### src/rtl/rggen_rtl_pkg.sv
// Shared types for the rggen register bus and the APB bridge.
package rggen_rtl_pkg;

    typedef enum logic [1:0] {
        RGGEN_READ         = 2'b00,
        RGGEN_POSTED_WRITE = 2'b01,
        RGGEN_WRITE        = 2'b11
    } rggen_direction;

    typedef enum logic [1:0] {
        RGGEN_OKAY          = 2'b00,
        RGGEN_SLAVE_ERROR   = 2'b10,
        RGGEN_TIMEOUT_ERROR = 2'b11
    } rggen_status;

    typedef enum logic [1:0] {
        BRIDGE_IDLE   = 2'b00,
        BRIDGE_SETUP  = 2'b01,
        BRIDGE_ACCESS = 2'b10,
        BRIDGE_DONE   = 2'b11
    } rggen_apb_bridge_state;

    // Posted and non-posted writes both drive PWRITE.
    function automatic logic rggen_is_write(input rggen_direction dir);
        return dir != RGGEN_READ;
    endfunction

endpackage

### src/rtl/rggen_apb_if.sv
// APB4 signal bundle.
interface rggen_apb_if #(
    parameter int ADDRESS_WIDTH = 16,
    parameter int DATA_WIDTH    = 32
);
    logic                      psel;
    logic                      penable;
    logic [ADDRESS_WIDTH-1:0]  paddr;
    logic [2:0]                pprot;
    logic                      pwrite;
    logic [DATA_WIDTH-1:0]     pwdata;
    logic [DATA_WIDTH/8-1:0]   pstrb;
    logic                      pready;
    logic [DATA_WIDTH-1:0]     prdata;
    logic                      pslverr;

    modport master (
        output psel, penable, paddr, pprot, pwrite, pwdata, pstrb,
        input  pready, prdata, pslverr
    );

    modport slave (
        input  psel, penable, paddr, pprot, pwrite, pwdata, pstrb,
        output pready, prdata, pslverr
    );
endinterface

### src/rtl/rggen_bus_if.sv
// Internal register bus: one request in flight, completed by a single-cycle done.
interface rggen_bus_if
    import rggen_rtl_pkg::*;
#(
    parameter int ADDRESS_WIDTH = 16,
    parameter int DATA_WIDTH    = 32
);
    logic                      request;
    logic [ADDRESS_WIDTH-1:0]  address;
    rggen_direction            direction;
    logic [DATA_WIDTH-1:0]     write_data;
    logic [DATA_WIDTH/8-1:0]   write_strobe;
    logic                      done;
    logic [DATA_WIDTH-1:0]     read_data;
    rggen_status               status;

    modport master (
        output request, address, direction, write_data, write_strobe,
        input  done, read_data, status
    );

    modport slave (
        input  request, address, direction, write_data, write_strobe,
        output done, read_data, status
    );
endinterface

### src/rtl/rggen_apb_bridge_timer.sv
// ACCESS-phase wait counter; expired flags the TIMEOUT_CYCLES-th cycle without pready.
module rggen_apb_bridge_timer #(
    parameter int TIMEOUT_CYCLES = 256
) (
    input  logic clk,
    input  logic rst_n,
    input  logic clear,
    input  logic count,
    output logic expired
);
    localparam int CW = $clog2(TIMEOUT_CYCLES + 1);

    logic [CW-1:0] r_count;

    always_ff @(posedge clk or negedge rst_n) begin
        if (!rst_n) begin
            r_count <= '0;
        end else if (clear) begin
            r_count <= '0;
        end else if (count && (r_count != CW'(TIMEOUT_CYCLES))) begin
            r_count <= r_count + 1'b1;
        end
    end

    assign expired = count && (r_count == CW'(TIMEOUT_CYCLES - 1));

endmodule

### src/rtl/rggen_apb_bridge.sv
// Register bus to APB4 initiator. Optional response timeout: RGGEN_APB_BRIDGE_TIMEOUT_EN.
module rggen_apb_bridge
    import rggen_rtl_pkg::*;
#(
    parameter int ADDRESS_WIDTH  = 16,
    parameter int DATA_WIDTH     = 32,
    parameter int TIMEOUT_CYCLES = 256
) (
    input logic         clk,
    input logic         rst_n,
    rggen_bus_if.slave  bus_if,
    rggen_apb_if.master apb_if
);
    localparam int STRB_W = DATA_WIDTH / 8;

    rggen_apb_bridge_state    r_state;
    logic                     r_psel;
    logic                     r_penable;
    logic                     r_pwrite;
    logic [ADDRESS_WIDTH-1:0] r_paddr;
    logic [DATA_WIDTH-1:0]    r_pwdata;
    logic [STRB_W-1:0]        r_pstrb;
    logic                     r_done;
    logic [DATA_WIDTH-1:0]    r_read_data;
    rggen_status              r_status;
    logic                     w_expired;

    if (TIMEOUT_CYCLES < 1) begin : g_bad_timeout
        $error("TIMEOUT_CYCLES must be at least 1");
    end

`ifdef RGGEN_APB_BRIDGE_TIMEOUT_EN
    logic w_timer_clear;
    logic w_timer_count;

    // Clearing during SETUP means the count starts at zero on the first ACCESS cycle.
    assign w_timer_clear = (r_state == BRIDGE_SETUP);
    assign w_timer_count = (r_state == BRIDGE_ACCESS) && !apb_if.pready;

    rggen_apb_bridge_timer #(
        .TIMEOUT_CYCLES (TIMEOUT_CYCLES)
    ) u_timer (
        .clk     (clk),
        .rst_n   (rst_n),
        .clear   (w_timer_clear),
        .count   (w_timer_count),
        .expired (w_expired)
    );
`else
    assign w_expired = 1'b0;
`endif

    always_ff @(posedge clk or negedge rst_n) begin
        if (!rst_n) begin
            r_state     <= BRIDGE_IDLE;
            r_psel      <= 1'b0;
            r_penable   <= 1'b0;
            r_pwrite    <= 1'b0;
            r_paddr     <= '0;
            r_pwdata    <= '0;
            r_pstrb     <= '0;
            r_done      <= 1'b0;
            r_read_data <= '0;
            r_status    <= RGGEN_OKAY;
        end else begin
            case (r_state)
                BRIDGE_IDLE: begin
                    if (bus_if.request) begin
                        r_paddr  <= bus_if.address;
                        r_pwrite <= rggen_is_write(bus_if.direction);
                        r_pwdata <= bus_if.write_data;
                        r_pstrb  <= rggen_is_write(bus_if.direction) ? bus_if.write_strobe : '0;
                        r_psel   <= 1'b1;
                        r_state  <= BRIDGE_SETUP;
                    end
                end
                BRIDGE_SETUP: begin
                    r_penable <= 1'b1;
                    r_state   <= BRIDGE_ACCESS;
                end
                BRIDGE_ACCESS: begin
                    // A completing slave takes priority over a timeout in the same cycle.
                    if (apb_if.pready) begin
                        r_read_data <= r_pwrite ? '0 : apb_if.prdata;
                        r_status    <= apb_if.pslverr ? RGGEN_SLAVE_ERROR : RGGEN_OKAY;
                        r_psel      <= 1'b0;
                        r_penable   <= 1'b0;
                        r_done      <= 1'b1;
                        r_state     <= BRIDGE_DONE;
                    end else if (w_expired) begin
                        r_read_data <= '0;
                        r_status    <= RGGEN_TIMEOUT_ERROR;
                        r_psel      <= 1'b0;
                        r_penable   <= 1'b0;
                        r_done      <= 1'b1;
                        r_state     <= BRIDGE_DONE;
                    end
                end
                BRIDGE_DONE: begin
                    r_done  <= 1'b0;
                    r_state <= BRIDGE_IDLE;
                end
                default: begin
                    r_state <= BRIDGE_IDLE;
                end
            endcase
        end
    end

    assign apb_if.psel     = r_psel;
    assign apb_if.penable  = r_penable;
    assign apb_if.paddr    = r_paddr;
    assign apb_if.pprot    = 3'b000;
    assign apb_if.pwrite   = r_pwrite;
    assign apb_if.pwdata   = r_pwdata;
    assign apb_if.pstrb    = r_pstrb;
    assign bus_if.done      = r_done;
    assign bus_if.read_data = r_read_data;
    assign bus_if.status    = r_status;

endmodule

### src/flat_wrapper.sv
// flat-port wrapper written by rule: the top's interface ports become plain ports
module rggen_apb_bridge_flat import rggen_rtl_pkg::*;
#(
    parameter int ADDRESS_WIDTH  = 16,
    parameter int DATA_WIDTH     = 32,
    parameter int TIMEOUT_CYCLES = 256
)
  (clk, rst_n, bus_if_request, bus_if_address, bus_if_direction, bus_if_write_data, bus_if_write_strobe, bus_if_done, bus_if_read_data, bus_if_status, apb_if_psel, apb_if_penable, apb_if_paddr, apb_if_pprot, apb_if_pwrite, apb_if_pwdata, apb_if_pstrb, apb_if_pready, apb_if_prdata, apb_if_pslverr);
  rggen_bus_if #(.ADDRESS_WIDTH(ADDRESS_WIDTH), .DATA_WIDTH(DATA_WIDTH)) bus_if_i ();
  rggen_apb_if #(.ADDRESS_WIDTH(ADDRESS_WIDTH), .DATA_WIDTH(DATA_WIDTH)) apb_if_i ();
  input logic clk;
  input logic rst_n;
  input wire logic [$bits(bus_if_i.request)-1:0] bus_if_request;
  input wire logic [$bits(bus_if_i.address)-1:0] bus_if_address;
  input wire logic [$bits(bus_if_i.direction)-1:0] bus_if_direction;
  input wire logic [$bits(bus_if_i.write_data)-1:0] bus_if_write_data;
  input wire logic [$bits(bus_if_i.write_strobe)-1:0] bus_if_write_strobe;
  output wire logic [$bits(bus_if_i.done)-1:0] bus_if_done;
  output wire logic [$bits(bus_if_i.read_data)-1:0] bus_if_read_data;
  output wire logic [$bits(bus_if_i.status)-1:0] bus_if_status;
  output wire logic [$bits(apb_if_i.psel)-1:0] apb_if_psel;
  output wire logic [$bits(apb_if_i.penable)-1:0] apb_if_penable;
  output wire logic [$bits(apb_if_i.paddr)-1:0] apb_if_paddr;
  output wire logic [$bits(apb_if_i.pprot)-1:0] apb_if_pprot;
  output wire logic [$bits(apb_if_i.pwrite)-1:0] apb_if_pwrite;
  output wire logic [$bits(apb_if_i.pwdata)-1:0] apb_if_pwdata;
  output wire logic [$bits(apb_if_i.pstrb)-1:0] apb_if_pstrb;
  input wire logic [$bits(apb_if_i.pready)-1:0] apb_if_pready;
  input wire logic [$bits(apb_if_i.prdata)-1:0] apb_if_prdata;
  input wire logic [$bits(apb_if_i.pslverr)-1:0] apb_if_pslverr;
  assign bus_if_i.request = bus_if_request;
  assign bus_if_i.address = bus_if_address;
  assign bus_if_i.direction = bus_if_direction;
  assign bus_if_i.write_data = bus_if_write_data;
  assign bus_if_i.write_strobe = bus_if_write_strobe;
  assign bus_if_done = bus_if_i.done;
  assign bus_if_read_data = bus_if_i.read_data;
  assign bus_if_status = bus_if_i.status;
  assign apb_if_psel = apb_if_i.psel;
  assign apb_if_penable = apb_if_i.penable;
  assign apb_if_paddr = apb_if_i.paddr;
  assign apb_if_pprot = apb_if_i.pprot;
  assign apb_if_pwrite = apb_if_i.pwrite;
  assign apb_if_pwdata = apb_if_i.pwdata;
  assign apb_if_pstrb = apb_if_i.pstrb;
  assign apb_if_i.pready = apb_if_pready;
  assign apb_if_i.prdata = apb_if_prdata;
  assign apb_if_i.pslverr = apb_if_pslverr;
  rggen_apb_bridge #(.ADDRESS_WIDTH(ADDRESS_WIDTH), .DATA_WIDTH(DATA_WIDTH), .TIMEOUT_CYCLES(TIMEOUT_CYCLES)) u_core (.clk(clk), .rst_n(rst_n), .bus_if(bus_if_i), .apb_if(apb_if_i));
endmodule
### config.mk
export PLATFORM = sky130hd
export DESIGN_NAME = rggen_apb_bridge_flat
export DESIGN_NICKNAME = d
export VERILOG_FILES = /design/src/rtl/rggen_rtl_pkg.sv /design/src/rtl/rggen_apb_if.sv /design/src/rtl/rggen_bus_if.sv /design/src/rtl/rggen_apb_bridge_timer.sv /design/src/rtl/rggen_apb_bridge.sv /design/src/flat_wrapper.sv
export SDC_FILE = /design/constraint.sdc
export NUM_CORES = 1
export LEC_CHECK = 0
export CAP_MARGIN = 5
export CORE_MARGIN = 3
export CORE_UTILIZATION = 43
export CTS_BUF_LIST = sky130_fd_sc_hd__clkbuf_4 sky130_fd_sc_hd__clkbuf_8 sky130_fd_sc_hd__clkbuf_16
export CTS_CLUSTER_SIZE = 28
export DETAILED_ROUTE_END_ITERATION = 6
export GPL_TIMING_DRIVEN = 0
export PLACE_DENSITY = 0.83
export SLEW_MARGIN = 10
export SYNTH_ARGS = -nofsm -noshare
export SYNTH_HDL_FRONTEND = slang
export SYNTH_SLANG_ARGS = --single-unit
### constraint.sdc
create_clock -name clk -period 3.5 [get_ports clk]
set_input_delay 0.7 -clock clk [delete_from_list [all_inputs] [get_ports clk]]
set_output_delay 0.7 -clock clk [all_outputs]
set_load 0.02 [all_outputs]
==> results of run 1 <==
==> layout by cell type, fill, tap and decap left out, drive strengths merged <==
cell type        n
buf             15
a21o             1
clkbuf          17
mux2            50
nor2             3
clkinv           3
dfrtp           91
conb             4
mux2i            2
a22o             4
ha               6
nand3            1
clkdlybuf4s50  178
o21ai           36
nand2           35
nor2b            1
nand2b          32
a21oi            3
inv              3
==> worst paths after layout <==
path	from	endpoint	slack (ns)	cells past startpoint
min	rst_n	u_core.apb_if.paddr[11]	0.30	1
min in group clk	u_core.bus_if.read_data[3]	u_core.bus_if.read_data[3]	0.49	2
max	u_core.apb_if.pwrite	apb_if_pwrite	1.38	1
max in group asynchronous	rst_n	u_core.apb_if.pwdata[1]	2.58	2
max reg2reg	u_core.r_state[0]	u_core.apb_if.pwdata[12]	1.78	5
min reg2reg	u_core.bus_if.read_data[3]	u_core.bus_if.read_data[3]	0.49	2
==> state kept, by name, summed over array words and instances, names as in the netlist <==
signal                   count
u_core.apb_if.pwdata        32
u_core.bus_if.read_data     32
u_core.apb_if.paddr         16
u_core.apb_if.pstrb          4
u_core.r_state               2
u_core.apb_if.penable        1
u_core.apb_if.psel           1
u_core.apb_if.pwrite         1
u_core.bus_if.done           1
u_core.bus_if.status         1
==> metal layers <==
metal	global-route usage	up-vias	wire length, um
met5	0	-	0
met1	0.233	1348	3610
met2	0.350	96	4790
met3	0.0600	12	661
met4	0.0618	0	116
li1	-	1344	-
==> power groups by stage <==
stage | Sequential (W) | Combinational, W | Clock (W)
3_5_place_dp | 0.00182 | 0.00270 | 0
5_1_grt | 0.00187 | 0.00286 | 0.000686
2_1_floorplan | 0.00239 | 0.000794 | 0
4_1_cts | 0.00180 | 0.00271 | 0.000644
6_report | 0.00180 | 0.00267 | 0.000626
3_3_place_gp | 0.00179 | 0.00264 | 0
==> final cells by class <==
class                           instances  share of cell area
Clock inverter                          3             0.00260
Sequential cell                        91               0.395
Timing Repair Buffer                  180               0.315
Multi-Input combinational cell        178               0.220
Buffer                                 19              0.0169
Clock buffer                           11              0.0263
Tap cell                              102              0.0221
Inverter                                3             0.00195
==> kinds of logic (layout without fill, tap and decap cells) <==
group	Yosys count	after routing	synth area share
DFF	91	91	0.625
and+or+nand+nor	72	72	0.0979
AOI/OAI and AO/OA	44	44	0.0653
other	1	4	0.00103
muxes	52	52	0.160
adders and majority gates	6	6	0.0206
buffers and inverters	22	216	0.0299
==> stage by stage <==
stage               utilization  setup WS (ns)
floorplan                     -           2.01
global placement          0.699          -1.55
detailed placement        0.703           1.34
CTS                       0.723           1.34
global route              0.723           1.29
finish                    0.723           1.38
==> impl_metrics.json, run 1 <==
{
  "status": "complete, no violations",
  "hold_violations": 0,
  "crit_type": "flop to output port",
  "fmax_mhz": 472,
  "synth_cell_types": 20,
  "instances_no_fill": 587,
  "power_density_nw_per_um2": 884,
  "fin_skew_ns": 0.00451,
  "vias": 2800,
  "synth-seq-cells": 91,
  "p_sw_frac": 0.369,
  "grt_max_degree": 58,
  "synth_most_common_cell": "dfrtp_1",
  "cts-buffers-inserted": 9,
  "drv_slew": 0,
  "synth_warnings": 0,
  "cts_tree": "built",
  "p_leak_nw": 2.49,
  "drt_iter0_drc": 68,
  "finalPower_w": 0.00510,
  "cts_buffer_depth": 2,
  "fillCellCount": 613,
  "io_buffers": 179,
  "synth_cells": 288,
  "ant_nets": 0,
  "synth_edf_count": 0,
  "syn_area_um2": 3640,
  "grt_overflow": 0,
  "core_area_um2": 7970,
  "grt_pass1_wl_um": 15200,
  "design_area_um2": 5760,
  "wl_per_cell_um": 15.6,
  "antenna_found_initial": 0,
  "synthFlopType": "dfrtp_1",
  "post-cts-setup-buffers": 0,
  "start_kind": "flop",
  "routed_via_density": 4.77,
  "die_x_um": 98.0,
  "cts.repair.resized": 0,
  "drv_cap": 0,
  "synth_top_area_share": 0.625,
  "yosys-top-cells-area": "dfrtp_1, mux2_2, nand2b_1",
  "p_comb_frac": 0.525,
  "seqCellArea_um2": 2280,
  "cp_slowest_cell": "clkdlybuf4s50_1",
  "htreeDepth": 3,
  "die_y_um": 98.0,
  "hold_class": "input pin to asynchronous set/reset pin",
  "fin_hold_ws_ns": 0.296,
  "switching_power_w": 0.00188,
  "syn_avg_cell_area_um2": 12.6,
  "clkPwrFrac": 0.123,
  "setup_viol": 0,
  "path_buf_inv": 1,
  "critPathRequiredTime_ns": 2.80,
  "final_nets": 579,
  "yosys.area.top_type": "dfrtp_1",
  "dieArea_um2": 9610,
  "num_rows": 32,
  "synth-async-reset-ratio": 1.00,
  "hold_buffers": 0,
  "totalWireLength_um": 9180,
  "gp_congestion": 0.758,
  "yosysSeqAreaShare": 0.625,
  "clock_sinks": 91,
  "dpl.hpwl_um": 7110,
  "rsz0062_at_grt": "no",
  "synth_common_cells": "dfrtp_1, mux2_2, o21ai_0",
  "cp_slowest_stage_delay_ns": 0.64,
  "multi_input_area_um2": 1270,
  "antennaDiodeCount": 0,
  "initial_utilization": 0.457,
  "arrival_ns": 1.42,
  "p_seq_frac": 0.353,
  "cts.clk_slew.worst_paths_ns": 0.08,
  "cp-end-kind": "output port",
  "layout_worst_path_cycle_share": 0.605,
  "insertion_delay_ns": 0.34,
  "gr-usage-all-layers": 0.199,
  "place_area_um2": 5600,
  "area.growth.synth_to_final_pct": 58.3,
  "irDropWorstVdd_mv": 0.446,
  "drc": 0,
  "cp_cell_sequence": "clkdlybuf4s50_1",
  "placed_cells_incl_taps": 573,
  "cell_internal_pwr_w": 0.00322,
  "root_buffer": "clkbuf_8",
  "crit_family": "buffers and inverters",
  "min_period_ns": 2.12,
  "crit_fanout": 7,
  "grt_pass1_vias": 2958,
  "ios": 184,
  "firstDrtPassIters": 4,
  "tns_ns": 0,
  "drive_gt1_frac": 0.165
}
(Power assumes the default switching activity.)
==> run 2, diff against run 1 <==
--- a/config.mk
+++ b/config.mk
@@ -7,12 +7,12 @@
 export LEC_CHECK = 0
 export CAP_MARGIN = 5
 export CORE_MARGIN = 3
-export CORE_UTILIZATION = 43
+export CORE_UTILIZATION = 36
 export CTS_BUF_LIST = sky130_fd_sc_hd__clkbuf_4 sky130_fd_sc_hd__clkbuf_8 sky130_fd_sc_hd__clkbuf_16
 export CTS_CLUSTER_SIZE = 28
 export DETAILED_ROUTE_END_ITERATION = 6
 export GPL_TIMING_DRIVEN = 0
-export PLACE_DENSITY = 0.83
+export PLACE_DENSITY = 0.74
 export SLEW_MARGIN = 10
 export SYNTH_ARGS = -nofsm -noshare
 export SYNTH_HDL_FRONTEND = slang
==> constraint.sdc (replaced) <==
create_clock -name clk -period 1.9 [get_ports clk]
set_input_delay 0.38 -clock clk [delete_from_list [all_inputs] [get_ports clk]]
set_output_delay 0.38 -clock clk [all_outputs]
set_load 0.02 [all_outputs]
==> run 2 against run 1 <==
Compared with the run above: sequential power is 84% higher; clock power up 110%; setup slack got worse by 1.3 ns; critical path depth unchanged; worst hold slack improved by 0.19 ns; global-route usage decreased by 3.5 points; flip-flop and latch count did not move; clock skew is 0.012 ns higher; routed wire length about the same; core utilization decreased by 13 points; critical endpoint unchanged; largest power group unchanged.
==> impl_metrics.json, run 2 (synthesized netlist as in run 1, its figures left out) <==
{
  "wl_per_cell_um": 14.8,
  "cts_tree": "built",
  "cp_slowest_cell": "clkdlybuf4s50_1",
  "cp_cell_sequence": "clkdlybuf4s50_1",
  "crit_fanout": 7,
  "drc": 0,
  "crit_type": "flop to output port",
  "die_x_um": 107,
  "grt_max_degree": 63,
  "cts_buffer_depth": 2,
  "core_area_um2": 9820,
  "p_leak_nw": 2.51,
  "initial_utilization": 0.371,
  "fmax_mhz": 550,
  "cp_slowest_stage_delay_ns": 0.64,
  "num_rows": 36,
  "post-cts-setup-buffers": 0,
  "layout_worst_path_cycle_share": 0.957,
  "hold_violations": 0,
  "drv_slew": 0,
  "cts.clk_slew.worst_paths_ns": 0.09,
  "start_kind": "flop",
  "clock_sinks": 91,
  "critPathRequiredTime_ns": 1.52,
  "totalWireLength_um": 9180,
  "final_nets": 580,
  "drv_cap": 0,
  "finalPower_w": 0.00952,
  "final_common_cell": "clkdlybuf4s50_1",
  "crit_family": "buffers and inverters",
  "gp_congestion": 0.754,
  "vias": 2852,
  "irDropWorstVdd_mv": 0.836,
  "dpl.hpwl_um": 6990,
  "status": "complete, no violations",
  "insertion_delay_ns": 0.35,
  "root_buffer": "clkbuf_8",
  "final_cell_mix": "clkdlybuf4s50_1, dfrtp_1, mux2_2, o21ai_0, nand2_1",
  "firstDrtPassIters": 4,
  "fin_skew_ns": 0.0168,
  "setup_viol": 0,
  "drt_iter0_drc": 46,
  "cts-buffers-inserted": 9,
  "ant_nets": 0,
  "io_buffers": 179,
  "gr-usage-all-layers": 0.164,
  "drive_gt1_frac": 0.168,
  "path_buf_inv": 1,
  "arrival_ns": 1.44,
  "ios": 184,
  "antennaDiodeCount": 0,
  "grt_pass1_wl_um": 14900,
  "grt_overflow": 0,
  "htreeDepth": 3,
  "cp-end-kind": "output port",
  "grt_pass1_vias": 3073,
  "min_period_ns": 1.82,
  "rsz0062_at_grt": "no",
  "area.growth.synth_to_final_pct": 60.5,
  "die_y_um": 107,
  "antenna_found_initial": 0,
  "instances_no_fill": 621,
  "routed_via_density": 4.59,
  "dieArea_um2": 11400,
  "hold_class": "flop to flop",
  "placed_cells_incl_taps": 604,
  "power_density_nw_per_um2": 1630
}
-- run 2: cell types whose count changed in the layout (fill, tap and decap cells not counted) --
cell and delta:
clkbuf_8 -2, dlygate4sd3_1 +1, bufinv_16 +1, clkbuf_4 +1, clkinv_2 -1, clkinv_4 +3
-- run 2: what timing repair did --
action	in CTS	in global routing
hold buffers	1	0
gates resized for setup	0	0
endpoints found under the hold margin	29	0
-- run 2: per-stage QoR --
stage          TNS (ns)   util  instance area [um^2]  hold slack, ns  setup slack (ns)
3_5_place_dp          0  0.574                  5640           0.347            0.0476
3_3_place_gp    -267.32  0.571                  5610           0.464             -2.94
6_report              0  0.595                  5840           0.489            0.0822
5_1_grt               0  0.595                  5840           0.518            0.0181
2_1_floorplan         0      -                  3650          0.0844             0.414
4_1_cts               0  0.595                  5840           0.492            0.0538
-- run 2: area by class of cell --
cell class              instances  area (um^2)
plain buffers                  19         97.6
clock buffers                  10          131
clock inverters                 6         66.3
fillers                       861         3980
inverters                       3         11.3
multi-input cells             178         1270
flip-flops and latches         91         2280
well taps                     133          166
repair buffers                181         1830
-- run 2: final timing paths --
kind                                               endpoint  cells past startpoint                         from  slack (ns)
worst max-delay path                          apb_if_pwrite                      1         u_core.apb_if.pwrite        0.08
worst min-delay path            u_core.bus_if.read_data[28]                      2  u_core.bus_if.read_data[28]        0.49
worst max register to register       u_core.apb_if.paddr[6]                      5            u_core.r_state[0]        0.20
worst min register to register  u_core.bus_if.read_data[28]                      2  u_core.bus_if.read_data[28]        0.49
max in group asynchronous                u_core.bus_if.done                      3                        rst_n        0.73
min in group asynchronous          u_core.apb_if.pwdata[10]                      2                        rst_n        0.50
-- run 2: power by group --
part / switching, W / internal, W / leakage, nW
clock: 0.000681 / 0.000626 / 0.104
sequential: 0.000466 / 0.00284 / 1.11
combinational: 0.00234 / 0.00256 / 1.29
-- run 2: layer usage --
layer / GRT usage / share of wire
met5: 0 / 0
met4: 0.0539 / 0.015
met3: 0.0379 / 0.064
met2: 0.282 / 0.52
met1: 0.203 / 0.40
